`src/rtl/uart_apb_driver.sv`:
```
// rtl/uart_apb_driver.sv - APB master that configures a UART, polls its status and moves TX/RX bytes.
module uart_apb_driver #(
    parameter logic [31:0] BASE_ADDR = 32'h0000_0000,
    parameter logic [2:0]  CTRL_INIT = 3'b000,
    parameter int          POLL_GAP  = 4,
    parameter int          TIMEOUT   = 64
) (
    input  logic        clock,
    input  logic        rstn,
    output logic        out_psel,
    output logic        out_penable,
    output logic [31:0] out_paddr,
    output logic        out_pwrite,
    output logic [31:0] out_pwdata,
    output logic [3:0]  out_pstrb,
    output logic [2:0]  out_pprot,
    input  logic        out_pready,
    input  logic [31:0] out_prdata,
    input  logic        out_pslverr,
    input  logic        tx_valid,
    input  logic [7:0]  tx_data,
    output logic        tx_ready,
    output logic        rx_valid,
    output logic [7:0]  rx_data,
    input  logic        rx_ready,
    output logic        err
);
    typedef enum logic [2:0] {S_CFG, S_STAT, S_RD, S_WR, S_GAP} state_t;
    // PH_WAIT is the mandatory idle cycle before a SETUP (and the whole of GAP).
    typedef enum logic [1:0] {PH_WAIT, PH_SETUP, PH_ACCESS} phase_t;

    localparam logic [7:0] GAP_LAST  = (POLL_GAP == 0) ? 8'd0 : 8'(POLL_GAP - 1);
    localparam logic [7:0] TOUT_LAST = 8'(TIMEOUT - 1);

    state_t      state_q, state_d;
    phase_t      ph_q, ph_d;
    logic [7:0]  gap_q, gap_d;
    logic [7:0]  tout_q, tout_d;
    logic        psel_q, psel_d;
    logic        penable_q, penable_d;
    logic [31:0] paddr_q, paddr_d;
    logic        pwrite_q, pwrite_d;
    logic [31:0] pwdata_q, pwdata_d;
    logic        rx_valid_q, rx_valid_d;
    logic [7:0]  rx_data_q, rx_data_d;
    logic        err_q, err_d;

    logic in_access, done, tmo, stat_rd, stat_wr;
    logic unused_prdata;

    assign in_access = (ph_q == PH_ACCESS);
    assign done      = in_access && out_pready;
    assign tmo       = in_access && !out_pready && (tout_q == TOUT_LAST);
    assign stat_rd   = done && (state_q == S_STAT) && !out_pslverr
                       && !out_prdata[0] && !rx_valid_q;
    assign stat_wr   = done && (state_q == S_STAT) && !out_pslverr && !stat_rd
                       && tx_valid && !out_prdata[1];
    assign unused_prdata = ^out_prdata[31:8];

    always_ff @(posedge clock) begin
        if (!rstn) begin
            state_q    <= S_CFG;
            ph_q       <= PH_WAIT;
            gap_q      <= 8'd0;
            tout_q     <= 8'd0;
            psel_q     <= 1'b0;
            penable_q  <= 1'b0;
            paddr_q    <= 32'd0;
            pwrite_q   <= 1'b0;
            pwdata_q   <= 32'd0;
            rx_valid_q <= 1'b0;
            rx_data_q  <= 8'd0;
            err_q      <= 1'b0;
        end else begin
            state_q    <= state_d;
            ph_q       <= ph_d;
            gap_q      <= gap_d;
            tout_q     <= tout_d;
            psel_q     <= psel_d;
            penable_q  <= penable_d;
            paddr_q    <= paddr_d;
            pwrite_q   <= pwrite_d;
            pwdata_q   <= pwdata_d;
            rx_valid_q <= rx_valid_d;
            rx_data_q  <= rx_data_d;
            err_q      <= err_d;
        end
    end

    always_comb begin
        state_d = state_q;
        ph_d    = ph_q;
        gap_d   = gap_q;
        tout_d  = tout_q;
        case (ph_q)
            PH_WAIT: begin
                if (state_q == S_GAP) begin
                    // The last GAP cycle launches the status SETUP directly.
                    if (gap_q == GAP_LAST) begin
                        state_d = S_STAT;
                        ph_d    = PH_SETUP;
                        gap_d   = 8'd0;
                    end else begin
                        gap_d = gap_q + 8'd1;
                    end
                end else begin
                    ph_d = PH_SETUP;
                end
            end
            PH_SETUP: begin
                ph_d   = PH_ACCESS;
                tout_d = 8'd0;
            end
            PH_ACCESS: begin
                if (done) begin
                    ph_d  = PH_WAIT;
                    gap_d = 8'd0;
                    if (state_q == S_STAT) begin
                        state_d = stat_rd ? S_RD : (stat_wr ? S_WR : S_GAP);
                    end else begin
                        state_d = S_STAT;
                    end
                end else if (tmo) begin
                    ph_d    = PH_WAIT;
                    state_d = S_GAP;
                    gap_d   = 8'd0;
                end else begin
                    tout_d = tout_q + 8'd1;
                end
            end
            default: ph_d = PH_WAIT;
        endcase
    end

    always_comb begin
        psel_d     = (ph_d == PH_SETUP) || (ph_d == PH_ACCESS);
        penable_d  = (ph_d == PH_ACCESS);
        paddr_d    = paddr_q;
        pwrite_d   = pwrite_q;
        pwdata_d   = pwdata_q;
        rx_valid_d = rx_valid_q;
        rx_data_d  = rx_data_q;
        err_d      = err_q | (done && out_pslverr) | tmo;
        if (stat_wr) begin
            pwdata_d = {24'd0, tx_data};
        end
        if (ph_d == PH_SETUP) begin
            paddr_d  = BASE_ADDR + (((state_d == S_RD) || (state_d == S_WR)) ? 32'd0 : 32'd4);
            pwrite_d = (state_d == S_CFG) || (state_d == S_WR);
            if (state_d == S_CFG) begin
                pwdata_d = {29'd0, CTRL_INIT};
            end
        end
        if (rx_valid_q && rx_ready) begin
            rx_valid_d = 1'b0;
        end
        if (done && (state_q == S_RD) && !out_pslverr) begin
            rx_valid_d = 1'b1;
            rx_data_d  = out_prdata[7:0];
        end
    end

    assign out_psel    = psel_q;
    assign out_penable = penable_q;
    assign out_paddr   = paddr_q;
    assign out_pwrite  = pwrite_q;
    assign out_pwdata  = pwdata_q;
    assign out_pstrb   = 4'b0001;
    assign out_pprot   = 3'b000;
    assign tx_ready    = rstn && stat_wr;
    assign rx_valid    = rx_valid_q;
    assign rx_data     = rx_data_q;
    assign err         = err_q;
endmodule

```
`config.mk`:
```
export PLATFORM = sky130hd
export DESIGN_NAME = uart_apb_driver
export DESIGN_NICKNAME = d
export VERILOG_FILES = /design/src/rtl/uart_apb_driver.sv
export SDC_FILE = /design/constraint.sdc
export NUM_CORES = 1
export LEC_CHECK = 0
export CORE_ASPECT_RATIO = 0.6
export CORE_MARGIN = 3
export CORE_UTILIZATION = 30
export CTS_BUF_LIST = sky130_fd_sc_hd__clkbuf_2 sky130_fd_sc_hd__clkbuf_4 sky130_fd_sc_hd__clkbuf_8
export DETAILED_ROUTE_END_ITERATION = 7
export HOLD_SLACK_MARGIN = 0.03
export SKIP_CTS_REPAIR_TIMING = 1
export SYNTH_ARGS = -nofsm -noshare
export SYNTH_HDL_FRONTEND = slang
export SYNTH_SLANG_ARGS = --single-unit
```
`constraint.sdc`:
```
create_clock -name clock -period 5.1 [get_ports clock]
set_input_delay 1.02 -clock clock [delete_from_list [all_inputs] [get_ports clock]]
set_output_delay 1.02 -clock clock [all_outputs]
set_load 0.005 [all_outputs]
```
### Word-level counts from Yosys, hierarchy flattened

Cells that the tools add are included.

* register bits after elaboration: 98
* input port bits: 46
* word-level logic and storage cells: 89

* add/subtract/negate cells: 2
* eq/ne operators: 15
* mux-type cells: 27
* bitwise operators: 2
* reductions and logical operators: 31

Operators by type and width (count)
* 2-to-1 mux 32 bit: 3
* 2-to-1 mux 8 bit: 6
* one-hot mux 8 bit (2 select lines): 2
* 2-to-1 mux 3 bit: 8
* adder 8 x 1 -> 8 bit, second input constant: 2
* logical AND 1 bit: 15
* == test 3 x 2 -> 1 bit, second input constant: 3
* == test 8 x 2 -> 1 bit, second input constant: 1
* == test 8 x 6 -> 1 bit, second input constant: 1
* 2-to-1 mux 2 bit: 4
* zero test 1 bit: 6
* != test 2 bit, second input constant: 3
* one-hot mux 2 bit (3 select lines): 1
* one-hot mux 3 bit (2 select lines): 1
* AND reduction 3 bit: 2
* nonzero test 2 bit: 3
* == test 2 x 1 -> 1 bit, second input constant: 2
* == test 2 bit, second input constant: 2
* == test 3 x 1 -> 1 bit, second input constant: 1
* == test 3 bit, second input constant: 1
* zero test 3 bit: 1
* logical OR 1 bit: 3
* != test 3 x 1 -> 1 bit, second input constant: 1
* zero test 2 bit: 1
* other kinds (2): 4

### Logic depth before layout (Yosys ltp)

* depth in word-level cells: 18
* gate-level depth with buffers: 14
* mapped depth without buffers: 13

### Least setup slack after synthesis

Ideal clock, no wire load.

* kind: input port to flip-flop
* from: input out_pready
* to: register pwdata_q[21] (netlist: out_pwdata[21])
* arrival time: 3.037 ns
* data required time: 4.985 ns
* path slack: 1.948 ns
* stages: 12
* path buffers: 2
* cells stage by stage: nand2b_1 a21oi_1 buf_2 nand2_1 a21oi_1 ha_1 nor2b_1 o311ai_1 o21ai_2 nor2_4 buf_6 and2_1

* elaborated cells between the ends (all ways): 26

RTL lines
* from (decl): RTL line 17 `input logic out_pready,`
* zero test 1 bit: RTL line 53 `assign tmo = in_access && !out_pready && (tout_q == TOUT_LAST);`
* logical AND 1 bit (2 in series): RTL line 53
* 2-to-1 mux 2 bit: RTL line 123 `end else if (tmo) begin`
* 2-to-1 mux 2 bit *: RTL line 115 `if (done) begin`
* one-hot mux 2 bit (3 select lines) *: RTL line 95 `case (ph_q)`
* via ph_d[0]: RTL line 36 `phase_t ph_q, ph_d;`
* == test 2 x 1 -> 1 bit *: RTL line 147 `if (ph_d == PH_SETUP) begin`
* 2-to-1 mux 32 bit *: RTL line 147
* to (signal assigned): RTL line 83 `pwdata_q <= pwdata_d;`
* to (decl): RTL line 43 `logic [31:0] pwdata_q, pwdata_d;`

Mark *: on every way through the listed nets, which the timed path passes. The rest lies on a longest branch.
A chain may end at the register's enable or synchronous reset.

### Final worst setup path

* from: input out_pready
* to: output tx_ready

* word-level cells in the longest chain between the ends: 10

Ends and longest elaborated chain
* logical AND 1 bit *: RTL line 52 `assign done = in_access && out_pready;`
* logical AND 1 bit * (2 in series): RTL line 54, 56
* logical AND 1 bit (2 in series): RTL line 55 `&& !out_prdata[0] && !rx_valid_q;`
* zero test 1 bit: RTL line 56 `assign stat_wr = done && (state_q == S_STAT) && !out_pslverr && !stat_rd`
* logical AND 1 bit *: RTL line 56
* logical AND 1 bit * (2 in series): RTL line 57 `&& tx_valid && !out_prdata[1];`
* logical AND 1 bit *: RTL line 170 `assign tx_ready = rstn && stat_wr;`
* to (decl): RTL line 22 `output logic tx_ready,`

Every way passes the cells marked *; elsewhere a longest branch is shown, timed or not.

==> qor.tcl <==
set qor(dp_worst_setup_slack_ns) 0.9648
set qor(avgRoutedWirePerCell_um) 13.20
set qor(tritoncts_buffer_count) 9
set qor(grt_setup_unrepaired) {false}
set qor(track_usage) 0.1228
set qor(netSwitchingFraction) 0.2355
set qor(area.growth.synth_to_final_pct) 29.30
set qor(crit_path_start_kind) {primary input}
set qor(portBuffers) 68
set qor(synthesis.instances) 321
set qor(synth.largest_area_cell) {dfxtp_1}
set qor(final_antenna_net_count) 0
set qor(synth_compound_area_frac) 0.08689
set qor(io_pins) 131
set qor(holdCritPathClass) {flop to flop}
set qor(antenna-diode-count) 0
set qor(yosys.area_share.xor_xnor) 0.03730
set qor(setup_viol_count_final) 0
set qor(power_frac_seq) 0.452
set qor(worst-path-buf-inv) 2
set qor(drc_errors) 0
set qor(critical_path.most_common_cell) {clkdlybuf4s50_1}
set qor(path_type_of_the_worst_setup_path) {primary input to primary output}
set qor(wirelength_mm) 6.942
set qor(worst_setup_path_end_kind) {primary output}
set qor(commonest_cells_in_the_netlist) {dfxtp_1, nor2_1, buf_4, and2_4, mux2i_1}
set qor(placement_rows) 27
set qor(initial_core_util) 0.3205
set qor(ys_top_cells_by_area) {dfxtp_1, buf_4, mux2i_1}
set qor(synthesis.yosys.warnings) 0
set qor(outcome) {finished, final reports clean}
set qor(grt_max_degree) 25
set qor(dominant_combinational_cell_family_by_area_after_synthesis) {simple AND/OR/NAND/NOR gates}
set qor(pwr-share-clk) 0.453
set qor(horizontal_die_dimension_um) 136.2
set qor(power.share.combinational) 0.095
set qor(detailedPlacementHpwl_mm) 5.170
set qor(cp.arrival_ns) 3.12
set qor(cp_data_required_time_ns) 4.08
set qor(clockBufferDepth) 2
set qor(maxCapViolations) 0
set qor(final.fill_count) 957
set qor(slowest_stage_cell_cp) {clkdlybuf4s50_1}
set qor(final_net_count) 445
set qor(maximum_net_fanout_on_the_critical_path) 6
set qor(tritoncts_num_sinks) 67
set qor(ys_ff_latch) 67
set qor(yosysSeqAreaShare) 0.4393
set qor(area_share_of_the_leading_cell_type_in_the_synthesized_netlist) 0.4393
set qor(clock-root-buffer) {clkbuf_8}
set qor(post_synthesis_mux_area_share) 0.05246
set qor(gp_congestion) 0.8024
set qor(clock.fmax_mhz) 241.8
set qor(critical_path.top_delay_family) {buffers and inverters}
set qor(design_power_total_w) 0.001187
set qor(die_height_um) 84.14
set qor(synthArstFlopShare) 0
set qor(first_global_vias) 2235
set qor(netlist_area_mm2) 0.003053
set qor(initial_antenna_violation_count) 0
set qor(cts_tree) {built}
set qor(number_of_enable_type_register_cells_in_the_synthesized_netlist) 0
set qor(cellInternalPower_w) 0.0009074
set qor(core_region_area_mm2) 0.009527
set qor(switching_power_w) 0.0002795
set qor(power.density_cell_area_mw_per_mm2) 300.7
set qor(synth_ff_type) {dfxtp_1}
set qor(setup_total_negative_slack_ns) 0
set qor(max-vdd-ir-drop_uv) 125.9
set qor(timing.critical_path.cells) {clkdlybuf4s50_1 > nand2_2 > or4b_4 > nor2b_2 > and2_1 > clkdlybuf4s50_1}
set qor(yosysUniqueCellTypes) 50
set qor(area_occupied_by_multi_input_gates_mm2) 0.001469
set qor(timing.critical_path.slowest_cell_delay_ns) 0.59
set qor(final_period_minus_worst_setup_slack_ns) 4.136
set qor(dr.first_iter.drc_count) 81
set qor(synth_simple_gate_area_share) 0.2250
set qor(post-route-period-util) 0.8111
set qor(layout_setup_ws_ns) 0.9635
set qor(syn-mean-instance-area_um2) 9.511
set qor(seqCellArea_mm2) 0.001341
set qor(clk_pin_slew_ns) 0.07
set qor(yosys.area_share.adder) 0.03279
set qor(floorplan.die_area_mm2) 0.01146
set qor(max_slew.worst_pin.slew_ns) 1.004
set qor(grt_pass1_wl_mm) 11.13
set qor(avgViaCountPerCell) 4.279
set qor(drt_first_pass_iters) 4
set qor(slew_headroom) 0.3252
set qor(fraction_of_layout_cells_with_a_size_suffix_above_1) 0.1061
set qor(yosysMostFrequentCell) {dfxtp_1}
set qor(htree_levels) 3
set qor(maxSlewViolCount) 0
set qor(dr_total_vias) 2251
set qor(total_leakage_power_nw) 1.562
set qor(clk-insertion-delay-late_ns) 0.34
set qor(final.setup_skew_ns) 0.004726
set qor(grt.overflow.total) 0
set qor(count_of_endpoints_failing_hold_in_the_final_timing_report) 0
## logic make-up after synthesis
kind of cell,after synthesis
simple gates,119
flops,67
buf+inv,56
compound gates,40
mux,16
xor+xnor,13
fa+ha+maj,8
other cells,2
## final timing paths
check | cells after the start | endpoint | from | slack [ns]
max | 6 | tx_ready | out_pready | 0.96
min | 1 | out_pwdata[23]$_SDFF_PN0_ | out_pwdata[23]$_SDFF_PN0_ | 0.46
max reg2reg | 11 | out_pwdata[22]$_SDFF_PN0_ | gap_q[0]$_SDFFE_PN0P_ | 1.83
min reg2reg | 1 | out_pwdata[23]$_SDFF_PN0_ | out_pwdata[23]$_SDFF_PN0_ | 0.46
## metrics by stage
step | hold slack (ns) | util | std cells | area (µm²)
6_report | 0.4607 | 0.4144 | 526 | 3948
5_1_grt | 0.4794 | 0.4144 | 526 | 3948
4_1_cts | 0.4646 | 0.4144 | 526 | 3948
3_5_place_dp | 0.4466 | 0.3886 | 510 | 3702
3_3_place_gp | 0.4421 | 0.3886 | 510 | 3702
2_1_floorplan | 0.4548 | - | 357 | 3188
## power groups by stage
stage	clock, W	combinational [W]	sequential (W)
after floorplan	0	0.0000888	0.000548
after global placement	0	0.000111	0.000548
after detailed placement	0	0.000111	0.000549
after CTS	0.000556	0.000112	0.000537
after global routing	0.000578	0.000125	0.000538
final	0.000538	0.000112	0.000537
## state kept, by name (all words and copies together), names as in the netlist
name / flops
gap_q: 8
out_pwrite: 1
ph_q: 2
rx_data: 8
tout_q: 8
out_penable: 1
rx_valid: 1
out_pwdata: 32
out_psel: 1
err: 1
out_paddr: 1
state_q: 3
## per-layer routing
metal  vias to the layer above  GRT usage  part of all wire
met5                         -          0                 0
met4                         0    0.03568            0.0061
met3                         5    0.05868             0.065
met2                        67     0.1751              0.41
met1                      1035     0.1648              0.51
li1                       1144          -                 -
## placed cells by master, fill, tap and decap left out, types with 4 or more instances in the layout
| master | instances |
|---|---|
| nand3_1 | 4 |
| nand2_1 | 13 |
| o211ai_1 | 5 |
| clkdlybuf4s50_1 | 68 |
| nor3_1 | 5 |
| a21oi_1 | 13 |
| nand2b_1 | 4 |
| o21ai_0 | 5 |
| and2_4 | 18 |
| inv_1 | 9 |
| ha_1 | 8 |
| xor2_1 | 6 |
| dfxtp_1 | 67 |
| conb_1 | 38 |
| nor2_1 | 41 |
| clkbuf_8 | 9 |
| xnor2_1 | 7 |
| mux2i_1 | 16 |
| and2_1 | 13 |
## layout make-up
type / count / area share
Tap cell: 130 / 0.04120
Sequential cell: 67 / 0.3398
Clock inverter: 6 / 0.02884
Clock buffer: 10 / 0.03328
Inverter: 9 / 0.008558
Multi-Input combinational cell: 234 / 0.3721
Timing Repair Buffer: 70 / 0.1762
No activity file was read; power rests on OpenSTA's default activity.
